$ cat src/rtl/regs_wport_sched_pkg.sv
// Shared definitions for the register-file write-port scheduler.
// Contents: register address/data widths, scoreboard width, zero word,
// and the arbitration state encoding.
package regs_wport_sched_pkg;

   localparam int REG_NUM_LOG2 = 5;
   localparam int REG_DATA_W   = 32;
   localparam int SB_W         = 1 << REG_NUM_LOG2;

   typedef logic [REG_NUM_LOG2-1:0] reg_addr_t;
   typedef logic [REG_DATA_W-1:0]   reg_bus_t;
   typedef logic [SB_W-1:0]         sb_bus_t;

   localparam reg_bus_t ZERO_WORD = '0;

   typedef enum logic {
      ARB_A     = 1'b0,
      ARB_FORCE = 1'b1
   } arb_state_t;

endpackage

$ cat src/rtl/regs_wb_fifo.sv
// Small synchronous FIFO buffering long-latency results until the
// write port is free. Head entry is visible on o_rdata while not empty;
// a pushed entry is only visible from the following cycle.
// Ports:
//   clk, rst_n        clock; asynchronous reset, active-high despite the name
//   i_push, i_wdata   write side (ignored while full)
//   i_pop             drop head entry (ignored while empty)
//   o_rdata           head entry
//   o_full, o_empty   occupancy flags
module regs_wb_fifo #(
   parameter int W     = 37,
   parameter int DEPTH = 2
) (
   input  logic         clk,
   input  logic         rst_n,
   input  logic         i_push,
   input  logic [W-1:0] i_wdata,
   input  logic         i_pop,
   output logic [W-1:0] o_rdata,
   output logic         o_full,
   output logic         o_empty
);

   localparam int PTR_W = $clog2(DEPTH);

   logic [W-1:0]   r_mem [DEPTH];
   logic [PTR_W:0] r_wr_ptr;
   logic [PTR_W:0] r_rd_ptr;
   logic           w_do_push;
   logic           w_do_pop;

   // Extra pointer MSB distinguishes full from empty when indices match.
   assign o_empty   = (r_wr_ptr == r_rd_ptr);
   assign o_full    = (r_wr_ptr[PTR_W] != r_rd_ptr[PTR_W]) &&
                      (r_wr_ptr[PTR_W-1:0] == r_rd_ptr[PTR_W-1:0]);
   assign w_do_push = i_push && !o_full;
   assign w_do_pop  = i_pop && !o_empty;
   assign o_rdata   = r_mem[r_rd_ptr[PTR_W-1:0]];

   always_ff @(posedge clk or posedge rst_n) begin
      if (rst_n) begin
         r_wr_ptr <= '0;
         r_rd_ptr <= '0;
         r_mem    <= '{default: '0};
      end else begin
         if (w_do_push) begin
            r_mem[r_wr_ptr[PTR_W-1:0]] <= i_wdata;
            r_wr_ptr                   <= r_wr_ptr + 1'b1;
         end
         if (w_do_pop) begin
            r_rd_ptr <= r_rd_ptr + 1'b1;
         end
      end
   end

endmodule

$ cat src/rtl/regs_wport_sched.sv
// Register-file write-port scheduler. Arbitrates the single write port
// between in-order writeback (A) and buffered long-latency results (B),
// keeps a per-register pending bit for issued long-latency ops and flags
// RAW/WAW hazards back to decode.
// Ports:
//   clk, rst_n                    clock; asynchronous reset, active-high
//   a_valid/a_waddr/a_wdata/a_ready   writeback request
//   b_valid/b_waddr/b_wdata/b_ready   long-latency result push
//   iss_valid/iss_waddr           long-latency issue (sets pending bit)
//   chk_*                         decode operands checked against pending
//   hazard_stall                  combinational stall to decode
//   rf_we/rf_waddr/rf_wdata       registered register-file write
//
// state     | meaning
// ARB_A     | A has priority; B head drains on idle A cycles
// ARB_FORCE | B head starved too long; A held off for one cycle
module regs_wport_sched
   import regs_wport_sched_pkg::*;
#(
   parameter int ADDR_W       = REG_NUM_LOG2,
   parameter int DATA_W       = REG_DATA_W,
   parameter int FIFO_DEPTH   = 2,
   parameter int STARVE_LIMIT = 4
) (
   input  logic              clk,
   input  logic              rst_n,
   input  logic              a_valid,
   input  logic [ADDR_W-1:0] a_waddr,
   input  logic [DATA_W-1:0] a_wdata,
   output logic              a_ready,
   input  logic              b_valid,
   input  logic [ADDR_W-1:0] b_waddr,
   input  logic [DATA_W-1:0] b_wdata,
   output logic              b_ready,
   input  logic              iss_valid,
   input  logic [ADDR_W-1:0] iss_waddr,
   input  logic              chk_re1,
   input  logic [ADDR_W-1:0] chk_raddr1,
   input  logic              chk_re2,
   input  logic [ADDR_W-1:0] chk_raddr2,
   input  logic              chk_we,
   input  logic [ADDR_W-1:0] chk_waddr,
   output logic              hazard_stall,
   output logic              rf_we,
   output logic [ADDR_W-1:0] rf_waddr,
   output logic [DATA_W-1:0] rf_wdata
);

   localparam int PEND_W = 1 << ADDR_W;
   localparam int AGE_W  = $clog2(STARVE_LIMIT + 1);
   localparam logic [AGE_W-1:0] AGE_MAX = AGE_W'(STARVE_LIMIT);
   localparam int ENT_W  = ADDR_W + DATA_W;

   arb_state_t         r_state;
   arb_state_t         w_state_nxt;
   logic [AGE_W-1:0]   r_age;
   logic [AGE_W-1:0]   w_age_nxt;
   logic [PEND_W-1:0]  r_pend;
   logic [PEND_W-1:0]  w_pend_set;
   logic [PEND_W-1:0]  w_pend_clr;
   logic               w_grant_a;
   logic               w_pop;
   logic               w_push;
   logic               w_full;
   logic               w_empty;
   logic [ENT_W-1:0]   w_head;
   logic [ADDR_W-1:0]  w_head_addr;
   logic [DATA_W-1:0]  w_head_data;

   assign b_ready = !w_full;
   assign w_push  = b_valid && !w_full;
   assign {w_head_addr, w_head_data} = w_head;

   regs_wb_fifo #(
      .W     (ENT_W),
      .DEPTH (FIFO_DEPTH)
   ) u_fifo (
      .clk     (clk),
      .rst_n   (rst_n),
      .i_push  (w_push),
      .i_wdata ({b_waddr, b_wdata}),
      .i_pop   (w_pop),
      .o_rdata (w_head),
      .o_full  (w_full),
      .o_empty (w_empty)
   );

   always_comb begin
      w_state_nxt = r_state;
      a_ready     = 1'b1;
      w_grant_a   = 1'b0;
      w_pop       = 1'b0;
      case (r_state)
         ARB_A: begin
            w_grant_a = a_valid;
            w_pop     = !a_valid && !w_empty;
         end
         ARB_FORCE: begin
            a_ready     = 1'b0;
            w_pop       = !w_empty;
            w_state_nxt = ARB_A;
         end
         default: w_state_nxt = ARB_A;
      endcase

      if (w_pop || w_empty) begin
         w_age_nxt = '0;
      end else if (r_age != AGE_MAX) begin
         w_age_nxt = r_age + AGE_W'(1);
      end else begin
         w_age_nxt = r_age;
      end

      // Force on the same edge the age counter hits the limit, so A is
      // held off right after the last allowed waiting cycle.
      if (r_state == ARB_A && !w_pop && !w_empty && w_age_nxt == AGE_MAX) begin
         w_state_nxt = ARB_FORCE;
      end
   end

   always_ff @(posedge clk or posedge rst_n) begin
      if (rst_n) begin
         r_state <= ARB_A;
         r_age   <= '0;
      end else begin
         r_state <= w_state_nxt;
         r_age   <= w_age_nxt;
      end
   end

   // Set is applied after clear so a same-cycle issue to the register
   // being retired keeps its pending bit.
   always_comb begin
      w_pend_set = '0;
      w_pend_clr = '0;
      if (iss_valid && iss_waddr != '0) begin
         w_pend_set[iss_waddr] = 1'b1;
      end
      if (w_pop && w_head_addr != '0) begin
         w_pend_clr[w_head_addr] = 1'b1;
      end
   end

   always_ff @(posedge clk or posedge rst_n) begin
      if (rst_n) begin
         r_pend <= '0;
      end else begin
         r_pend <= (r_pend & ~w_pend_clr) | w_pend_set;
      end
   end

   assign hazard_stall = (chk_re1 && chk_raddr1 != '0 && r_pend[chk_raddr1]) ||
                         (chk_re2 && chk_raddr2 != '0 && r_pend[chk_raddr2]) ||
                         (chk_we  && chk_waddr  != '0 && r_pend[chk_waddr]);

   // Writes to register 0 still consume the slot but never assert rf_we.
   always_ff @(posedge clk or posedge rst_n) begin
      if (rst_n) begin
         rf_we    <= 1'b0;
         rf_waddr <= '0;
         rf_wdata <= DATA_W'(ZERO_WORD);
      end else begin
         rf_we <= 1'b0;
         if (w_grant_a) begin
            rf_we    <= (a_waddr != '0);
            rf_waddr <= a_waddr;
            rf_wdata <= a_wdata;
         end else if (w_pop) begin
            rf_we    <= (w_head_addr != '0);
            rf_waddr <= w_head_addr;
            rf_wdata <= w_head_data;
         end
      end
   end

endmodule

$ cat config.mk
export PLATFORM = sky130hd
export DESIGN_NAME = regs_wport_sched
export DESIGN_NICKNAME = d
export VERILOG_FILES = /design/src/rtl/regs_wport_sched_pkg.sv /design/src/rtl/regs_wb_fifo.sv /design/src/rtl/regs_wport_sched.sv
export SDC_FILE = /design/constraint.sdc
export NUM_CORES = 1
export LEC_CHECK = 0
export ABC_AREA = 1
export CORE_ASPECT_RATIO = 0.8
export CORE_MARGIN = 8
export CORE_UTILIZATION = 50
export CTS_BUF_LIST = sky130_fd_sc_hd__clkbuf_16
export DETAILED_ROUTE_END_ITERATION = 6
export GPL_TIMING_DRIVEN = 1
export PLACE_DENSITY_LB_ADDON = 0.08
export SYNTH_ARGS = -nofsm -noshare
export SYNTH_HDL_FRONTEND = slang
export SYNTH_SLANG_ARGS = --single-unit
$ cat constraint.sdc
create_clock -name clk -period 13.4 [get_ports clk]
set_clock_uncertainty 0.1 [all_clocks]
set_input_delay 2.68 -clock clk [delete_from_list [all_inputs] [get_ports clk]]
set_output_delay 2.68 -clock clk [all_outputs]
set_load 0.005 [all_outputs]
---- Yosys cells after proc, flatten, opt, wreduce, memory -nomap -nowiden ----
Cells that the tools add are included.
W data, S select, Z words.
word-level totals
  logic and storage cells ................. 97
  ROM bits ................................ 0
  memories kept ........................... 0
  input bits .............................. 102
  bits in writable memories ............... 0
  register bits after elaboration ......... 152
  bits in latches ......................... 0
  output and inout bits ................... 41
operators by class
  $lt $le $gt $ge ......................... 10
  muxes and demuxes ....................... 30
  div/mod/pow operators ................... 0
  shift-type cells ........................ 0
  bitwise operators ....................... 6
  add/subtract/negate cells ............... 3
  multipliers ............................. 0
  equality and inequality tests ........... 5
  reduce and logical (&&, ||, !) cells .... 33
operator list
  cell                   number
  $mux W37               4
  $mux W32               4
  $bwmux W74             1
  $demux W37 S1          1
  $and A32 B32 Y32       1
  $not A32 Y32           1
  $or A32 B32 Y32        1
  $lt A5 B6 Y1 const B   5
  $reduce_bool A5 Y1     6
  $logic_and A1 B1 Y1    19
  $bmux W1 S5            3
  $demux W1 S5           2
  $ge A5 B1 Y1 const B   2
  $mux W1                10
  $mux W5                2
  $mux W3                2
  $add A2 B1 Y2 const B  2
  $ge A2 B2 Y1 const B   2
  $logic_not A1 Y1       4
  $not A1 Y2             2
  $add A3 B1 Y3 const B  1
  $eq A3 B3 Y1 const B   1
  $logic_or A1 B1 Y1     3
  $ne A3 B3 Y1 const B   1
  other kinds (7)        7

---- Logic depth before layout (Yosys ltp) ----
Gate-level depths: netlist of run 1.
  depth after elaboration ................. 12
  depth in mapped cells ................... 11
  mapped depth without buffers ............ 9

---- By module ----
Synthesis of run 1 repeated with hierarchy kept, for this count alone.
unflattened totals
  cell total of the unflattened synthesis .. 1117
  area total of the unflattened synthesis .. 8074.0 um2
modules (own cells, without submodules)
  module            cells each  area an instance (um2)  seq. area each (um2)  times used
  regs_wport_sched  633         4337.9                  1851.8                1
  regs_wb_fifo      484         3736.1                  1951.9                1

---- Least setup slack after synthesis of run 1 ----
OpenSTA, ideal clock, no wires.
  kind .................................... input-to-output
  start ................................... in chk_waddr[0]
  end ..................................... out hazard_stall
  setup slack ............................. 7.000 ns
  data arrival time ....................... 3.620 ns
  path buffers ............................ 2
  stages on the path ...................... 11
  data required time ...................... 10.620 ns
  cell sequence ........................... buf_2 > inv_1 > buf_2 > nand2_1 > nand3_1 > nand2_1 > nand2_1 > nand2_1 > o21ai_0 > nand3_1 > nand3_1
between the ends
  word-level cells in the longest chain between the ends .. 4
  elaborated cells on any way between the ends .. 6
  those cells by class .................... mux (2); reduce/logical (4)
ends and longest elaborated chain
  what                                                                         RTL line                 source
  from (decl)                                                                  regs_wport_sched.sv:42   input logic [ADDR_W-1:0] chk_waddr,
  $bmux W1 S5 / $reduce_bool A5 Y1 (equally long branches)                     regs_wport_sched.sv:154  (chk_we && chk_waddr != '0 && r_pend[chk_waddr]);
  $mux W1 (implied by the code) / $logic_and A1 B1 Y1 (equally long branches)  regs_wport_sched.sv:154
  $logic_and A1 B1 Y1 *                                                        regs_wport_sched.sv:154
  $logic_or A1 B1 Y1 *                                                         regs_wport_sched.sv:153  (chk_re2 && chk_raddr2 != '0 && r_pend[chk_raddr2]) ||
  to (decl)                                                                    regs_wport_sched.sv:43   output logic hazard_stall,
Mark *: on every way between the ends. The rest lies on a longest branch, timed or not. The select of a mux whose other input is x is not followed.

---- Final worst setup path of run 1 ----
  start ................................... in chk_raddr1[0]
  end ..................................... out hazard_stall
between the ends
  word-level cells in the longest chain between the ends .. 5
  elaborated cells on any way between the ends .. 7
  those cells by class .................... mux (2); reduce/logical (5)
ends and longest elaborated chain
  what                                                                         RTL line                 source
  from (decl)                                                                  regs_wport_sched.sv:38   input logic [ADDR_W-1:0] chk_raddr1,
  $bmux W1 S5 / $reduce_bool A5 Y1 (equally long branches)                     regs_wport_sched.sv:152  assign hazard_stall = (chk_re1 && chk_raddr1 != '0 && r_pend[chk_raddr1]) ||
  $mux W1 (implied by the code) / $logic_and A1 B1 Y1 (equally long branches)  regs_wport_sched.sv:152
  $logic_and A1 B1 Y1 *                                                        regs_wport_sched.sv:152
  $logic_or A1 B1 Y1 *                                                         regs_wport_sched.sv:152
  $logic_or A1 B1 Y1 *                                                         regs_wport_sched.sv:153
Marked as above.

==> out/qor.csv, run 1 <==
metric;value;unit
cp_common_cell;nand3_1;
antenna_found_initial;0;
peakVddDrop;0.131;mV
maxCapViolations;0;
routabilityCongestion;0.946;
setup_viol;0;
clock_latency;0.42;ns
design_area;9720;µm²
synth.largest_area_cell;dfrtp_1;
intPower;1.30;mW
dieHeight;127;µm
finalNetCount;1233;
track_usage;0.226;
cts_tree;yes;
ios;143;
ys_seq_elements;152;
path_delay_family;buffers and inverters;
arrival;5.20;ns
fin_crit;7.98;ns
end_kind;output port;
core_area;15100;µm²
vias;7165;
rows;40;
post-synth-top-count-cell;nand2_1;
grt_pass1_wl;35.6;mm
busiest_layer;met1;
cts_buffers;17;
max_freq;125;MHz
grt_pass1_vias;6739;
hpwlAfterDp;15.2;mm
met3_usage;0.0633;
io_buffers;142;
clk_pin_slew;0.06;ns
rsz0062_at_grt;false;
start_util;0.514;
p_per_area;222;nW/µm²
cp_max_fo;23;
grt_overflow;0;
clk_path_buf_depth;2;
outcome;completed;
htreeDepth;4;
place_inst;1320;
tightest_slew;1.10;ns
switching_power;861;µW
die_w;155;µm
postCtsHoldBufs;0;
hold_viol;0;
syn_area;7740;µm²
drv_slew;0;
post_cts_buffers;0;
use_met2;0.323;
final_cell_count_no_fill;1352;
totalWireLength;22.0;mm
die-area;19700;µm²
clockRootBuffer;clkbuf_16;
ys_top_cells_by_area;dfrtp_1 49%, nand2_1 17%, o21ai_0 7.6%;
drt-vias-per-instance;5.30;
grt_max_degree;85;
syn_to_final_growth;25.6;%
hp-class;flop to flop;
syn_inst;1016;
max_slew_margin;0.267;
antenna-diode-count;0;
path_cells;clkdlybuf4s50_1, inv_1, nand2_1, nand3_1, a21oi_1, nor2_1, nand2_1, nand3_1, nand3_1, clkdlybuf4s50_1;
p_leak;4.48;nW
seqPwrFrac;0.383;
cts_resized;0;
clockPowerShare;0.212;
drtIter0Drc;572;
ys_types;29;
p_comb_frac;0.405;
async_reset_ff_frac;1.00;
route.detailed.drc;0;
ys.flop_type;dfrtp_1;
worstSetupPathType;input pin to output port;
placed_area;9160;µm²
start_kind;input pin;
grtUsageMet1;0.327;
drive_gt1_frac;0.0438;
crit_slowest_cell;clkdlybuf4s50_1;
cpPeakStageDelay;0.96;ns
netlist_top_cells_count;358 x nand2_1, 152 x dfrtp_1, 118 x o21ai_0, 102 x inv_1, 72 x nand3_1;
cts_sinks;152;
whs;0.280;ns
fin_tns_setup;0;ns
antenna_left;0;
required;10.62;ns
synth_edf_count;0;
swShare;0.398;
yosys_warnings;0;
synth.yosys.seq_area_share;0.492;
syn_avg_cell_area;7.62;µm²
period_share;0.595;
drtPass1Iterations;5;
netlist.area_leader.share;0.492;
syn_nets;1120;
wl_per_cell;16.3;µm
path_buf_inv;3;
[per-layer routing]
metal  part of all wire  wire (µm)
met1               0.50      10900
met5                  0          0
met4              0.013        282
met3              0.077       1700
met2               0.42       9140
[cells by family after synthesis]
group	Yosys count	synth area share
AOI/OAI and AO/OA	222	0.160
xor gates and xnor gates	5	0.00566
adders and majority gates	2	0.00323
buffers and inverters	160	0.0923
DFF	152	0.492
and+or+nand+nor	475	0.248
[registers in the layout, indices dropped and copies added (netlist names)]
register and cells:
r_age 3, r_pend 32, r_state 1, rf_waddr 5
rf_wdata 32, rf_we 1, u_fifo.r_mem 74, u_fifo.r_rd_ptr 2
u_fifo.r_wr_ptr 2
[power by group through the flow]
stage,logic [mW],clock network [mW],registers [mW]
global route,0.989,0.483,0.851
finish,0.876,0.457,0.828
global placement,0.861,0,0.822
CTS,0.881,0.464,0.823
detailed placement,0.870,0,0.829
floorplan,0.583,0,0.787
[stage by stage]
| stage | power (mW) | setup WS, ns | utilization |
|---|---|---|---|
| floorplan | 1.37 | 6.53 | - |
| global placement | 1.68 | 5.51 | 0.608 |
| detailed placement | 1.70 | 5.47 | 0.608 |
| CTS | 2.17 | 5.46 | 0.645 |
| global route | 2.32 | 5.24 | 0.645 |
| finish | 2.16 | 5.42 | 0.645 |
[layout by cell type (no fill, tap or decap), drive strengths merged, types with 3 or more instances in the layout]
| master | count |
|---|---|
| clkinvlp | 3 |
| clkdlybuf4s50 | 142 |
| clkbuf | 17 |
| xor2 | 3 |
| o31ai | 4 |
| buf | 4 |
| dfrtp | 152 |
| nor3 | 3 |
| nand4 | 6 |
| nor2 | 30 |
| nand3 | 72 |
| o21ai | 173 |
| nand2 | 361 |
| clkinv | 9 |
| a21oi | 5 |
| inv | 109 |
| o211ai | 38 |
[worst paths after layout]
| check | start | endpoint | slack (ns) | cells past startpoint |
|---|---|---|---|---|
| worst min-delay path | r_pend[0]$_DFF_PP0_ | r_pend[0]$_DFF_PP0_ | 0.28 | 0 |
| worst max-delay path | chk_raddr1[0] | hazard_stall | 5.42 | 10 |
| min in group asynchronous | rst_n | u_fifo.r_mem[65]$_DFFE_PP0P_ | 2.64 | 2 |
| worst max register to register | r_state$_DFF_PP0_ | rf_wdata[31]$_DFFE_PP0P_ | 10.84 | 7 |
| worst min register to register | r_pend[0]$_DFF_PP0_ | r_pend[0]$_DFF_PP0_ | 0.28 | 0 |
| max in group asynchronous | rst_n | r_pend[17]$_DFF_PP0_ | 9.10 | 3 |
[layout make-up]
cell class              count  area, µm²
multi-input cells         704       3230
inverters                 108        410
well taps                 210        263
fillers                  1401       5340
clock inverters            15        135
flip-flops and latches    152       3800
repair buffers            146       1450
clock buffers              17        425
Power figures use the tool's default switching activity.
==> inputs of run 2 (changes only) <==
- CORE_UTILIZATION: 50 -> 48
- clock period: 13.4 -> 6.6 ns (I/O delays scaled with it)
==> run 2 against run 1 <==
Net effect:
- die area rose by 3.7%
- combinational power up 100%
- final cell count rose by 0.37%
- core utilization is 2.9 points lower
- sequential share of layout area decreased by 0.085 points
- critical path depth unchanged
- first-iteration DRC count decreased by 9.6%
- sequential power up 100%
- worst setup slack lost 4.0 ns
- non-clock buffer count unchanged
- flip-flop and latch count did not move
- routed wire length shrank 1.0%
- critical path type unchanged
- critical endpoint unchanged
- highest routed layer is now met5
==> out/qor.csv, run 2 (synthesis results as in run 1) <==
metric;value;unit;change
seqPwrFrac;0.380;;-0.003
path_delay_family;buffers and inverters;;
maxCapViolations;0;;unchanged
switching_power;1.76;mW;+100%
route.detailed.drc;0;;unchanged
core_area;15800;µm²;+4.9%
die-area;20500;µm²;+3.7%
clockRootBuffer;clkbuf_16;;
largest-register;u_fifo.r_mem;;
grt_pass1_wl;34.9;mm;-1.9%
cts_tree;yes;;
placed_area;9170;µm²;about the same
p_comb_frac;0.403;;-0.002
path_cells;clkdlybuf4s50_1, inv_1, nand2_1, nand3_1, a21oi_1, nor2_1, nand2_1, nand3_1, nand3_1, clkdlybuf4s50_1;;
ios;143;;unchanged
drive_gt1_frac;0.0455;;+0.00175
period_share;0.792;;
cts_resized;0;;unchanged
swShare;0.399;;+0.000801
grt_max_degree;107;;+26%
arrival;3.80;ns;-1.40 ns
antenna_left;0;;unchanged
cp_max_fo;21;;-8.7%
fin_tns_setup;0;ns;unchanged
drv_slew;0;;unchanged
rr_worst_depth;6;;-1
dieHeight;130;µm;+1.8%
drtPass1Iterations;5;;unchanged
mostFrequentLayoutCell;nand2_1;;
outcome;completed;;
drt-vias-per-instance;5.24;;-1.2%
required;5.18;ns;-5.44 ns
cts_sinks;152;;unchanged
cts_buffers;17;;unchanged
reg_top3;u_fifo.r_mem: 74 flops, r_pend: 32 flops, rf_wdata: 32 flops;;
start_kind;input pin;;
vias;7107;;-0.81%
finalNetCount;1233;;unchanged
worst-path-stages;10;;unchanged
r2r_slack;4.04;ns;-6.80 ns
end_kind;output port;;
clockPowerShare;0.216;;+0.004
worstSetupPathType;input pin to output port;;
io_buffers;142;;unchanged
intPower;2.65;mW;+100%
htreeDepth;4;;unchanged
grt_pass1_vias;6664;;-1.1%
routabilityCongestion;0.952;;+0.62%
antenna-diode-count;0;;unchanged
clk_pin_slew;0.06;ns;about the same
wl_per_cell;16.1;µm;-1.4%
clk_path_buf_depth;2;;unchanged
postCtsHoldBufs;0;;unchanged
crit_slowest_cell;clkdlybuf4s50_1;;
die_w;158;µm;+1.9%
totalWireLength;21.8;mm;-1.0%
rsz0062_at_grt;false;;
hpwlAfterDp;15.0;mm;-1.5%
start_util;0.490;;-0.0239
max_freq;191;MHz;
cpPeakStageDelay;0.90;ns;-0.06 ns
antenna_found_initial;1;;+1
max_slew_margin;0.272;;+0.00558
rows;41;;+2.5%
track_usage;0.218;;-0.00760
cp_common_cell;nand3_1;;
peakVddDrop;0.267;mV;+100%
p_leak;4.48;nW;+0.14%
setup_viol;0;;unchanged
tightest_slew;1.09;ns;-0.00837 ns
syn_to_final_growth;25.9;%;
layout_common_cells;357 x nand2_1, 152 x dfrtp_1, 142 x clkdlybuf4s50_1;;
clock_latency;0.42;ns;about the same
p_per_area;452;nW/µm²;+100%
hold_depth;0;;unchanged
hold_viol;0;;unchanged
design_area;9740;µm²;+0.22%
grt_overflow;0;;unchanged
hp-class;flop to flop;;
post_cts_buffers;0;;unchanged
fin_crit;5.22;ns;
path_buf_inv;3;;unchanged
fillers;1506;;+7.5%
p_total;4.40;mW;+100%
drtIter0Drc;517;;-9.6%
largest_register_ffs;74;;unchanged
-- run 2: metrics by stage --
stage / util / setup WS [ns] / cells / hold WS, ns
after floorplan: - / 1.09 / 1016 / 0.329
final: 0.617 / 1.38 / 1357 / 0.279
after CTS: 0.617 / 1.41 / 1357 / 0.286
after global placement: 0.580 / 1.44 / 1325 / 0.266
after detailed placement: 0.580 / 1.42 / 1325 / 0.272
after global routing: 0.617 / 1.16 / 1357 / 0.296
-- run 2: area by class of cell --
cell class              count  area [µm²]  area share
repair buffers            146        1450       0.149
flip-flops and latches    152        3800       0.390
clock inverters            15         150      0.0154
well taps                 215         269      0.0276
multi-input cells         704        3230       0.332
clock buffers              17         425      0.0437
inverters                 108         410      0.0421
-- run 2: worst paths after layout --
check                                          startpoint                      endpoint
max                                         chk_raddr2[0]                  hazard_stall
min                                   r_pend[0]$_DFF_PP0_           r_pend[0]$_DFF_PP0_
max reg2reg                u_fifo.r_rd_ptr[0]$_DFFE_PP0P_      rf_wdata[25]$_DFFE_PP0P_
min reg2reg                           r_pend[0]$_DFF_PP0_           r_pend[0]$_DFF_PP0_
max in group asynchronous                           rst_n  u_fifo.r_mem[38]$_DFFE_PP0P_
min in group asynchronous                           rst_n      rf_wdata[24]$_DFFE_PP0P_
-- run 2: power by group through the flow --
stage	combinational, mW	clock [mW]	sequential [mW]
after global placement	1.75	0	1.66
final	1.78	0.953	1.67
after detailed placement	1.77	0	1.67
after floorplan	1.18	0	1.60
after CTS	1.78	0.969	1.66
after global routing	2.02	1.01	1.72
-- run 2: worst register-to-register path: stages (launching register included) --
cell,delay [ns]
dfrtp_1,0.67
xnor2_1,0.20
nand2_1,0.11
nand2_2,0.18
nand2_1,0.09
inv_2,0.78
o21ai_0,0.25
-- run 2: metal layers --
layer | up-vias | wire [µm] | GRT usage
li1 | 3513 | - | -
met1 | 3315 | 10500 | 0.320
met2 | 253 | 8950 | 0.308
met3 | 24 | 2040 | 0.0652
met4 | 2 | 257 | 0.0553
met5 | - | 13 | 0
